File: src/rtl/gtp_pll_seq_pkg.sv
// rtl/gtp_pll_seq_pkg.sv - shared types and helpers for the GTP PLL sequencer
package gtp_pll_seq_pkg;

  typedef enum logic [2:0] {
    ST_OFF,
    ST_HOLD,
    ST_WAIT,
    ST_STABLE,
    ST_LOCKED,
    ST_FAIL
  } seq_state_e;

  // Width of the per-PLL retry count reported at the top level (saturating).
  localparam int RETRY_W = 2;

  // Bits needed to hold the largest of the three timing limits without wrapping.
  function automatic int timer_width(input int a, input int b, input int c);
    int m;
    m = a;
    if (b > m) m = b;
    if (c > m) m = c;
    return $clog2(m + 1);
  endfunction

endpackage

File: src/rtl/gtp_pll_chan_seq.sv
// rtl/gtp_pll_chan_seq.sv - one PLL's lock synchroniser, power/reset/lock FSM and timers (GTP_PLL_SEQ_RELOCK_EN selects relock on lock loss)
module gtp_pll_chan_seq
  import gtp_pll_seq_pkg::*;
#(
  parameter bit USED         = 1'b1,
  parameter int RESET_CYCLES = 64,
  parameter int LOCK_TIMEOUT = 4096,
  parameter int LOCK_STABLE  = 32,
  parameter int MAX_RETRIES  = 3
) (
  input  logic               clk,
  input  logic               rst_n,
  input  logic               enable,
  input  logic               pll_lock,
  output logic               pll_pd,
  output logic               pll_reset,
  output logic               locked,
  output logic               fail,
  output logic [RETRY_W-1:0] retry_cnt
);

  localparam int TW = timer_width(RESET_CYCLES, LOCK_TIMEOUT, LOCK_STABLE);
  // Internal retry count holds one more than MAX_RETRIES so the final timeout is visible.
  localparam int RW = $clog2(MAX_RETRIES + 2);
  localparam logic [TW-1:0] RESET_LAST   = TW'(RESET_CYCLES - 1);
  localparam logic [TW-1:0] TIMEOUT_LAST = TW'(LOCK_TIMEOUT - 1);
  localparam logic [TW-1:0] STABLE_CNT   = TW'(LOCK_STABLE);
  localparam logic [RW-1:0] RETRY_MAX    = RW'(MAX_RETRIES);

  seq_state_e         state_q, state_d;
  logic [1:0]         sync_q, sync_d;
  logic [TW-1:0]      timer_q, timer_d;
  logic [TW-1:0]      stab_q, stab_d;
  logic [RW-1:0]      retries_q, retries_d;
  logic               pd_q, pd_d;
  logic               rst_q, rst_d;
  logic               locked_q, locked_d;
  logic               fail_q, fail_d;
  logic [RETRY_W-1:0] retry_out_q, retry_out_d;
  logic               lock_s;
  logic               timeout;
  logic [RW-1:0]      retry_inc;

  assign lock_s = sync_q[1];

  // Next-state, timer and output decode; outputs follow the next state so they register with it
  always_comb begin
    sync_d    = {sync_q[0], pll_lock};
    state_d   = state_q;
    timer_d   = timer_q;
    stab_d    = stab_q;
    retries_d = retries_q;
    timeout   = (timer_q == TIMEOUT_LAST);
    retry_inc = retries_q + RW'(1);
    if (!enable) begin
      state_d   = ST_OFF;
      timer_d   = '0;
      stab_d    = '0;
      retries_d = '0;
    end else begin
      case (state_q)
        ST_OFF: begin
          if (USED) begin
            state_d   = ST_HOLD;
            timer_d   = '0;
            retries_d = '0;
          end
        end
        ST_HOLD: begin
          if (timer_q == RESET_LAST) begin
            state_d = ST_WAIT;
            timer_d = '0;
            stab_d  = '0;
          end else begin
            timer_d = timer_q + TW'(1);
          end
        end
        ST_WAIT, ST_STABLE: begin
          if (timeout) begin
            retries_d = retry_inc;
            timer_d   = '0;
            stab_d    = '0;
            state_d   = (retry_inc > RETRY_MAX) ? ST_FAIL : ST_HOLD;
          end else begin
            timer_d = timer_q + TW'(1);
            if (state_q == ST_WAIT) begin
              if (lock_s) begin
                state_d = ST_STABLE;
                stab_d  = TW'(1);
              end
            end else if (!lock_s) begin
              state_d = ST_WAIT;
              stab_d  = '0;
            end else if (stab_q == STABLE_CNT) begin
              state_d = ST_LOCKED;
            end else begin
              stab_d = stab_q + TW'(1);
            end
          end
        end
        ST_LOCKED: begin
          if (!lock_s) begin
`ifdef GTP_PLL_SEQ_RELOCK_EN
            state_d   = ST_HOLD;
            timer_d   = '0;
            stab_d    = '0;
            retries_d = '0;
`else
            state_d   = ST_FAIL;
`endif
          end
        end
        ST_FAIL: state_d = ST_FAIL;
        default: state_d = ST_OFF;
      endcase
    end
    pd_d        = (state_d == ST_OFF) || (state_d == ST_FAIL);
    rst_d       = (state_d == ST_OFF) || (state_d == ST_HOLD) || (state_d == ST_FAIL);
    locked_d    = (state_d == ST_LOCKED);
    fail_d      = (state_d == ST_FAIL);
    retry_out_d = (int'(retries_d) >= 3) ? '1 : RETRY_W'(retries_d);
  end

  // Synchroniser, FSM state, timers and registered outputs
  always_ff @(posedge clk or negedge rst_n) begin
    if (!rst_n) begin
      sync_q      <= '0;
      state_q     <= ST_OFF;
      timer_q     <= '0;
      stab_q      <= '0;
      retries_q   <= '0;
      pd_q        <= 1'b1;
      rst_q       <= 1'b1;
      locked_q    <= 1'b0;
      fail_q      <= 1'b0;
      retry_out_q <= '0;
    end else begin
      sync_q      <= sync_d;
      state_q     <= state_d;
      timer_q     <= timer_d;
      stab_q      <= stab_d;
      retries_q   <= retries_d;
      pd_q        <= pd_d;
      rst_q       <= rst_d;
      locked_q    <= locked_d;
      fail_q      <= fail_d;
      retry_out_q <= retry_out_d;
    end
  end

  assign pll_pd    = pd_q;
  assign pll_reset = rst_q;
  assign locked    = locked_q;
  assign fail      = fail_q;
  assign retry_cnt = retry_out_q;

endmodule

File: src/rtl/gtp_pll_sequencer.sv
// rtl/gtp_pll_sequencer.sv - GTPE2_COMMON PLL power-up/reset/lock sequencer top (GTP_PLL_SEQ_RELOCK_EN selects relock on lock loss)
module gtp_pll_sequencer
  import gtp_pll_seq_pkg::*;
#(
  parameter int         NUM_PLL      = 2,
  parameter logic [1:0] PLL_USED     = 2'b01,
  parameter int         RESET_CYCLES = 64,
  parameter int         LOCK_TIMEOUT = 4096,
  parameter int         LOCK_STABLE  = 32,
  parameter int         MAX_RETRIES  = 3
) (
  input  logic                         clk,
  input  logic                         rst_n,
  input  logic                         enable,
  input  logic [NUM_PLL-1:0]           pll_lock,
  output logic [NUM_PLL-1:0]           pll_pd,
  output logic [NUM_PLL-1:0]           pll_reset,
  output logic [NUM_PLL-1:0]           locked,
  output logic [NUM_PLL-1:0]           fail,
  output logic                         all_locked,
  output logic                         any_fail,
  output logic [NUM_PLL*RETRY_W-1:0]   retry_cnt
);

  localparam logic [NUM_PLL-1:0] USED_MASK = PLL_USED[NUM_PLL-1:0];

  logic all_locked_q, all_locked_d;
  logic any_fail_q, any_fail_d;

  for (genvar i = 0; i < NUM_PLL; i++) begin : g_chan
    gtp_pll_chan_seq #(
      .USED         (USED_MASK[i]),
      .RESET_CYCLES (RESET_CYCLES),
      .LOCK_TIMEOUT (LOCK_TIMEOUT),
      .LOCK_STABLE  (LOCK_STABLE),
      .MAX_RETRIES  (MAX_RETRIES)
    ) u_chan (
      .clk       (clk),
      .rst_n     (rst_n),
      .enable    (enable),
      .pll_lock  (pll_lock[i]),
      .pll_pd    (pll_pd[i]),
      .pll_reset (pll_reset[i]),
      .locked    (locked[i]),
      .fail      (fail[i]),
      .retry_cnt (retry_cnt[i*RETRY_W +: RETRY_W])
    );
  end

  // Aggregate status over used PLLs; a build with no used PLL never reports locked
  always_comb begin
    all_locked_d = (USED_MASK != '0) && (&(locked | ~USED_MASK));
    any_fail_d   = |(fail & USED_MASK);
  end

  // Register the aggregate status
  always_ff @(posedge clk or negedge rst_n) begin
    if (!rst_n) begin
      all_locked_q <= 1'b0;
      any_fail_q   <= 1'b0;
    end else begin
      all_locked_q <= all_locked_d;
      any_fail_q   <= any_fail_d;
    end
  end

  assign all_locked = all_locked_q;
  assign any_fail   = any_fail_q;

endmodule
File: config.mk
export PLATFORM = sky130hd
export DESIGN_NAME = gtp_pll_sequencer
export DESIGN_NICKNAME = d
export VERILOG_FILES = /design/src/rtl/gtp_pll_seq_pkg.sv /design/src/rtl/gtp_pll_chan_seq.sv /design/src/rtl/gtp_pll_sequencer.sv
export SDC_FILE = /design/constraint.sdc
export NUM_CORES = 1
export LEC_CHECK = 0
export CORE_AREA = 3 3 100 102
export CTS_CLUSTER_SIZE = 16
export DETAILED_ROUTE_END_ITERATION = 16
export DIE_AREA = 0 0 103 105
export PLACE_DENSITY = 0.66
export SLEW_MARGIN = 20
export SYNTH_ARGS = -nofsm -noshare
export SYNTH_HDL_FRONTEND = slang
export SYNTH_HIERARCHICAL = 1
export SYNTH_SLANG_ARGS = --single-unit
File: constraint.sdc
create_clock -name clk -period 3.4 [get_ports clk]
set_clock_uncertainty 0.15 [all_clocks]
set_input_delay 0.51 -clock clk [delete_from_list [all_inputs] [get_ports clk]]
set_output_delay 0.51 -clock clk [all_outputs]
set_load 0.05 [all_outputs]
# == Word level (Yosys, flattened, before mapping) ==
# Index checks and enable logic that the tools add are counted.
# word_totals
reg_bits,82
inputBits,5
word_cells,129
# classes
n_addsub,6
eq_ne,31
magnitude_cmp,4
reduce_logical,14
n_mux,52
# op_table
cell,n
$mux W13,20
$pmux W13 S2,3
$mux W3,23
$add A13 B1 Y13 const B,4
$eq A13 B6 Y1 const B,4
$pmux W13 S3,1
$pmux W3 S5,2
$eq A13 B12 Y1 const B,2
$eq A3 B3 Y1 const B,8
$eq A3 B1 Y1 const B,4
$eq A3 B2 Y1 const B,4
$logic_not A3 Y1,4
$ne A6 B6 Y1 const B,2
$ne A5 B3 Y1 const B,2
$reduce_and A4 Y1,2
$add A3 B1 Y3 const B,2
$ge A3 B2 Y1 const B,2
$gt A3 B2 Y1 const B,2
$logic_or A1 B1 Y1,6
$ne A3 B1 Y1 const B,2
$ne A3 B2 Y1 const B,2
$pmux W3 S2,1
$mux W2,2
$ne A4 B1 Y1 const B,1
$reduce_or A2 Y1,2

# == Longest topological paths before layout ==
# Gate-level depths: netlist of run 1.
# depth
ltp_word,10
ltp_mapped,9
depth_no_buf,8

# == By module ==
# The synthesis of run 1 kept the hierarchy.
# by_module_without_submodules
mod,cells_each,seq_area_each_um2,instances,area_per_inst_um2
gtp_pll_chan_seq (g_chan[0].u_chan),245,1003.5,1,2263.4
gtp_pll_chan_seq (g_chan[1].u_chan),233,1003.5,1,2202.1
gtp_pll_sequencer,4,50.0,1,65.1

# == Least setup slack after synthesis of run 1 ==
# Ideal clock, no wire load.
# synth_path
path_kind,register -> register
startpoint,reg g_chan[0].u_chan.timer_q[0]
endpoint,reg g_chan[0].u_chan.fail_q
required_time_ps,3183
setup_ps,67
path_buffers,1
stages_incl_launch_ff,8
slack_ps,1031
arrival_ps,2152
path_cell_list,dfrtp_1 ha_1 nand3_2 nor4_1 buf_2 mux2_2 o21ai_0 and3b_1
# synth_via
elab_chain_len,5
elab_cells_between_ends,7
classes_between,eq/ne (3); mux (4)
# synth_rtl
item,line_no,source
from (decl),gtp_pll_chan_seq.sv:32,"logic [TW-1:0] timer_q, timer_d;"
from (signal assigned),gtp_pll_chan_seq.sv:140,timer_q <= timer_d;
$eq A13 B12 Y1 or $eq A13 B6 Y1 (tied branches),"gtp_pll_chan_seq.sv:53, gtp_pll_chan_seq.sv:70",
"$mux W3, on equally long branches","gtp_pll_chan_seq.sv:79, gtp_pll_chan_seq.sv:70",
$pmux W3 S5 *,gtp_pll_chan_seq.sv:61,case (state_q)
$mux W3 *,gtp_pll_chan_seq.sv:55,if (!enable) begin
$eq A3 B3 Y1 *,gtp_pll_chan_seq.sv:120,fail_d = (state_d == ST_FAIL);
net g_chan[0].u_chan.fail_d,gtp_pll_chan_seq.sv:38,"logic fail_q, fail_d;"
to (signal assigned),gtp_pll_chan_seq.sv:146,fail_q <= fail_d;
to (decl),gtp_pll_chan_seq.sv:38,
# Mark *: on every way through the listed nets, which the timed path passes. The rest lies on a longest branch.
# A chain may end at the register's enable or synchronous reset.

# == Final worst setup path of run 1 ==
# layout_path
startpoint,reg g_chan[0].u_chan.timer_q[0]
endpoint,reg g_chan[0].u_chan.timer_q[3]
# layout_via
elab_chain_len,4
elab_cells_between_ends,7
classes_between,add/sub (1); eq/ne (2); mux (4)
# layout_rtl
item,line_no
"$add A13 B1 Y13, or another cell as far along","gtp_pll_chan_seq.sv:75, gtp_pll_chan_seq.sv:85"
"$mux W13, on equally long branches","gtp_pll_chan_seq.sv:79, gtp_pll_chan_seq.sv:70"
$pmux W13 S3 *,gtp_pll_chan_seq.sv:61
$mux W13 *,gtp_pll_chan_seq.sv:55
# Mark *: on every way between the ends. The rest lies on a longest branch, timed or not.

==> flow_summary.yaml, run 1 <==
floorplan:
  core_area_um2: 9200
  die_h_um: 105
  io_pins: 19
  start_util: 0.493
  rows: 35
  fp.dieArea_um2: 10800
  die_w_um: 103
detailed_routing:
  ant_nets: 0
  firstDrtPassIters: 5
  drt-vias-per-instance: 6.01
  drt_iter0_markers: 102
  drc: 0
  wire_per_inst_um: 15.1
  totalWireLength_um: 9270
  vias: 3686
place:
  portBuffers: 18
  dpl.hpwl_um: 6380
  gp_congestion: 0.849
  dp_slack_ns: 0.732
  dpl.cell_count: 597
cts:
  cts_buffers: 9
  clk_latency_ns: 0.36
  cts.clk_slew.worst_paths_ns: 0.09
  tritoncts: "yes"
  cts_setup_buffers: 0
  cts-root-buf: "clkbuf_8"
  ctsHoldBuffers: 0
  cts_sinks: 82
  clk_path_buf_depth: 2
  htree_levels: 3
  postCtsResizedCells: 0
min_path:
  hold_path.class: "input port to async pin"
worst_setup_path:
  crit_slowest_cell: "nor4_2"
  cp_max_fo: 20
  worstSetupPathType: "flop to flop"
  endpoint_kind: "flop"
  cp_num_buf_inv: 2
  crit_family: "simple AND/OR/NAND/NOR gates"
  worst_path_largest_cell_delay_ns: 0.70
  cp-start-kind: "flop"
  arrival_ns: 2.77
  required_ns: 3.50
  cpMostUsedCell: "buf_4"
  worstPathCellList: "ha_1 -> nand3_2 -> nor4_2 -> buf_4 -> o32ai_2 -> buf_4 -> a21o_1 -> a22o_1"
finish:
  instances_no_fill: 613
  multiInputGateArea_um2: 2300
  fin_util: 0.541
  num-fill-cells: 832
  register_area_um2: 2060
  nets: 512
  layout-drive-gt1-share: 0.104
  antenna_cells: 0
  area_growth_pct: 9.75
synthesis:
  syn_nets: 497
  synth_area_um2: 4530
  netlist_top_cells_count: "dfrtp_1 (78), nor2_1 (56), nand2_1 (33), o21ai_0 (33), a21oi_1 (26)"
  syn_inst: 482
  synth.most_common_cell: "dfrtp_1"
  ys.warnings.count: 6
  ys_seq_area_frac: 0.454
  synth.top_cell.area_share: 0.431
  synth_area_leaders: "dfrtp_1 (43%), nor2_1 (4.6%), o21ai_0 (3.6%), a21oi_1 (2.9%), ha_1 (2.8%)"
  ys_ff_latch: 82
  yosysTopAreaCell: "dfrtp_1"
  async_flop_share: 1.00
  synth_edf_count: 0
  synth-main-ff-cell: "dfrtp_1"
  ys_types: 75
  syn_avg_cell_area_um2: 9.40
global_routing:
  gr-total-overflow: 0
  grt_pass1_vias: 3577
  antenna_found_initial: 0
  grt_max_degree: 83
  grt_pass1_wl_um: 16300
  grtUsageTotal: 0.184
timing:
  grt_setup_unrepaired: "false"
  finalHoldViolations: 0
  min_period_over_period: 0.786
  tightest_slew_ns: 0.738
  min_period_ns: 2.67
  fin_setup_tns_ns: 0
  setup_viol: 0
  relSlewSlack: 0.501
  slew_viol_final: 0
  whs_ns: 0.0232
  fmax_ghz: 0.374
  setup_ws_ns: 0.729
power_and_ir_drop:
  p_leak_uw: 0.00205
  vdd_ir_drop_max_mv: 0.202
  power_density_nw_per_um2: 352
run:
  max_cap_viol_count: 0
run_status:
  status: "completed"
path summary, 6_finish.rpt:
kind | from | to | slack, ns | cells past startpoint
worst min register to register | g_chan[0].u_chan/sync_q[0]$_DFF_PN0_ | g_chan[0].u_chan/sync_q[1]$_DFF_PN0_ | 0.20 | 0
worst min-delay path | rst_n | g_chan[1].u_chan/timer_q[7]$_DFFE_PN0N_ | 0.02 | 1
max in group asynchronous | rst_n | g_chan[0].u_chan/timer_q[12]$_DFFE_PN0P_ | 2.55 | 1
worst max-delay path | g_chan[0].u_chan/timer_q[0]$_DFFE_PN0P_ | g_chan[0].u_chan/timer_q[3]$_DFFE_PN0P_ | 0.73 | 8
min in group clk | g_chan[0].u_chan/sync_q[0]$_DFF_PN0_ | g_chan[0].u_chan/sync_q[1]$_DFF_PN0_ | 0.20 | 0
worst max register to register | g_chan[0].u_chan/timer_q[0]$_DFFE_PN0P_ | g_chan[0].u_chan/timer_q[3]$_DFFE_PN0P_ | 0.73 | 8
layout by cell type (no fill, tap or decap), types with 8 or more instances in the layout:
cell | synthesis | routed
a21oi_1 | 26 | 26
a31oi_1 | 17 | 17
and2_1 | 8 | 8
and3_1 | 9 | 9
clkbuf_8 | 0 | 9
clkdlybuf4s50_1 | 0 | 17
dfrtp_1 | 78 | 78
ha_1 | 10 | 10
inv_1 | 19 | 19
nand2_1 | 33 | 33
nand3_1 | 25 | 25
nand4_1 | 14 | 14
nor2_1 | 56 | 56
nor3_1 | 13 | 13
o21ai_0 | 33 | 33
xor2_1 | 11 | 11
through the flow:
stage,total power (uW),area [um2]
4_1_cts,1770,4970
6_report,1750,4970
2_1_floorplan,1070,4530
5_1_grt,1820,4970
3_5_place_dp,1110,4790
3_3_place_gp,1100,4790
cells by family (layout without fill, tap and decap cells):
kind of cell | after synthesis | count (layout) | synth area share
simple gates | 203 | 203 | 0.245
compound gates | 129 | 129 | 0.193
flops | 82 | 82 | 0.454
buf+inv | 39 | 59 | 0.0423
xor+xnor | 16 | 16 | 0.0309
fa+ha+maj | 10 | 10 | 0.0276
mux | 3 | 3 | 0.00690
worst reg2reg max path, cell delays in order, from the launching register on:
cell and delay (ns):
dfrtp_1 0.41, ha_1 0.22, nand3_2 0.19, nor4_2 0.70, buf_4 0.27, o32ai_2 0.08, buf_4 0.22, a21o_1 0.17
a22o_1 0.18
registers in the layout, indices dropped and copies added, names as in the netlist, 2 cells and up:
name / cells
g_chan.u_chan/stab_q: 26
g_chan.u_chan/timer_q: 26
g_chan.u_chan/retries_q: 6
g_chan.u_chan/state_q: 6
g_chan.u_chan/retry_cnt: 4
g_chan.u_chan/sync_q: 4
g_chan.u_chan/fail: 2
g_chan.u_chan/locked: 2
g_chan.u_chan/pll_pd: 2
g_chan.u_chan/pll_reset: 2
routing by layer:
layer | track usage | wire, um | vias to the layer above | share of wire
met1 | 0.241 | 4240 | 1815 | 0.46
met5 | 0 | 0 | - | 0
li1 | - | - | 1797 | -
met4 | 0.0638 | 142 | 0 | 0.015
met3 | 0.0300 | 280 | 15 | 0.030
met2 | 0.305 | 4610 | 59 | 0.50
cell type report:
cell class / instances / area share
clock inverters: 7 / 0.0118
multi-input cells: 361 / 0.462
inverters: 19 / 0.0143
clock buffers: 9 / 0.0249
well taps: 111 / 0.0279
flip-flops and latches: 82 / 0.414
repair buffers: 24 / 0.0455
power by group:
part           switching, uW  internal, uW
Sequential              15.1           989
Combinational           54.6          25.6
Clock                    389           275
Total                    459          1290
Power figures use the tool's default switching activity.
==> inputs of run 2 (changes only) <==
==> constraint.sdc (replaced) <==
create_clock -name clk -period 2.5 [get_ports clk]
set_clock_uncertainty 0.15 [all_clocks]
set_input_delay 0.375 -clock clk [delete_from_list [all_inputs] [get_ports clk]]
set_output_delay 0.375 -clock clk [all_outputs]
set_load 0.05 [all_outputs]
==> flow_summary.yaml, run 2 (synthesis results as in run 1) <==
power_and_ir_drop:
  p_sw_uw: 599
  power_density_nw_per_um2: 498
  p_leak_uw: 0.00224
  p_sw_frac: 0.229
  vdd_ir_drop_max_mv: 0.286
  p_int_uw: 2020
  clockPowerShare: 0.428
  p_seq_frac: 0.520
  p_comb_frac: 0.052
finish:
  nets: 537
  layout-drive-gt1-share: 0.152
  layout_common_cells: "dfrtp_1 (78), nor2_1 (56), nand2_1 (33), o21ai_0 (32), buf_4 (30)"
  largestRegisters: "g_chan.u_chan/stab_q x26, g_chan.u_chan/timer_q x26"
  instances_no_fill: 638
  area_growth_pct: 16.2
  antenna_cells: 0
  final_common_cell: "dfrtp_1"
  stdcell_area_um2: 5260
global_routing:
  grtUsageMet2: 0.298
  grt_pass1_vias: 3663
  antenna_found_initial: 0
  gr-total-overflow: 0
  grt_pass1_wl_um: 16600
  grt_use_met1: 0.254
  grtUsageTotal: 0.187
  grt_max_degree: 43
  busiest_layer: "met2"
  grt_util_met3: 0.0260
worst_setup_path:
  arrival_ns: 2.50
  worst_path_largest_cell_delay_ns: 0.52
  cp-start-kind: "flop"
  required_ns: 2.59
  cp_num_buf_inv: 1
  crit_slowest_cell: "or4_4"
  worstSetupPathType: "flop to flop"
  endpoint_kind: "flop"
  worstPathCellList: "or4_4 -> nor4b_4 -> buf_4 -> a21oi_2 -> o31a_1 -> a221o_1"
  crit_family: "simple AND/OR/NAND/NOR gates"
  cp_max_fo: 5
floorplan:
  fp.dieArea_um2: 10800
  core_area_um2: 9200
  die_h_um: 105
  die_w_um: 103
  start_util: 0.493
  rows: 35
  io_pins: 19
cts:
  htree_levels: 3
  clk_latency_ns: 0.35
  cts.clk_slew.worst_paths_ns: 0.09
  tritoncts: "yes"
  cts_buffers: 9
  cts-root-buf: "clkbuf_8"
  cts_sinks: 82
  clk_path_buf_depth: 2
timing:
  min_period_ns: 2.42
  setup_ws_ns: 0.0842
  fmax_ghz: 0.414
  setup_viol: 0
  relSlewSlack: 0.550
  min_period_over_period: 0.966
  whs_ns: 0.210
  grt_setup_unrepaired: "false"
  slew_viol_final: 0
  finalHoldViolations: 0
  tightest_slew_ns: 0.672
detailed_routing:
  ant_nets: 0
  drc: 0
  vias: 3756
  drt-vias-per-instance: 5.89
  totalWireLength_um: 9610
  wire_per_inst_um: 15.1
  firstDrtPassIters: 4
  drt_iter0_markers: 145
run:
  max_cap_viol_count: 0
place:
  portBuffers: 18
  dp_slack_ns: -0.0939
  dpl.hpwl_um: 6840
  place_area_um2: 4970
  dpl.cell_count: 620
  gp_congestion: 0.855
min_path:
  hold_path.class: "flop to flop"
run_status:
  status: "completed"
## run 2: cell count changes in the layout (fill, tap and decap cells not counted), sizes merged
cell / before / now
clkbuf: 9 / 11
dlygate4sd3: 0 / 1
bufinv: 0 / 2
buf: 7 / 31
inv: 22 / 20
clkinvlp: 4 / 1
clkinv: 0 / 1
## run 2: layout make-up
cell class / instances / area, um2
Inverter: 19 / 71.3
Timing Repair Buffer: 49 / 425
Clock inverter: 5 / 85.1
Tap cell: 111 / 139
Sequential cell: 82 / 2060
Clock buffer: 11 / 151
Fill cell: 809 / 3930
Multi-Input combinational cell: 361 / 2330
## run 2: power groups by stage
stage	Sequential (uW)	Clock, uW	Combinational (uW)
6_report	1360	1120	135
5_1_grt	1360	1210	155
4_1_cts	1360	1150	137
3_5_place_dp	1390	0	136
3_3_place_gp	1390	0	133
2_1_floorplan	1390	0	60.8
## run 2: what timing repair did
item / in CTS / in global routing
hold endpoints to repair: 40 / 0
hold buffers: 1 / 0
endpoints found under the setup margin: 3 / 19
pin swaps: 0 / 2
resized for setup: 2 / 5
buffers inserted: 0 / 1
## run 2: worst paths after layout
kind	startpoint	end	slack, ns	depth (start not counted)
worst max-delay path	g_chan[0].u_chan/timer_q[8]$_DFFE_PN0P_	g_chan[0].u_chan/stab_q[10]$_DFFE_PN0P_	0.08	6
min in group asynchronous	rst_n	g_chan[1].u_chan/timer_q[8]$_DFFE_PN0N_	0.39	2
max in group asynchronous	rst_n	g_chan[0].u_chan/pll_reset$_DFF_PN1_	1.14	3
worst min-delay path	g_chan[0].u_chan/sync_q[0]$_DFF_PN0_	g_chan[0].u_chan/sync_q[1]$_DFF_PN0_	0.21	0
worst max register to register	g_chan[0].u_chan/timer_q[8]$_DFFE_PN0P_	g_chan[0].u_chan/stab_q[10]$_DFFE_PN0P_	0.08	6
worst min register to register	g_chan[0].u_chan/sync_q[0]$_DFF_PN0_	g_chan[0].u_chan/sync_q[1]$_DFF_PN0_	0.21	0
## run 2: through the flow
stage / setup TNS (ns) / total power (uW) / utilization
CTS: 0 / 2650 / 0.568
detailed placement: -0.259 / 1520 / 0.541
floorplan: 0 / 1450 / -
global placement: -0.0961 / 1520 / 0.541
global route: 0 / 2730 / 0.572
finish: 0 / 2620 / 0.572
## run 2: layer usage
metal,wire length [um],share of wire
met5,0,0
met4,116,0.012
met3,186,0.019
met2,4700,0.49
met1,4600,0.48
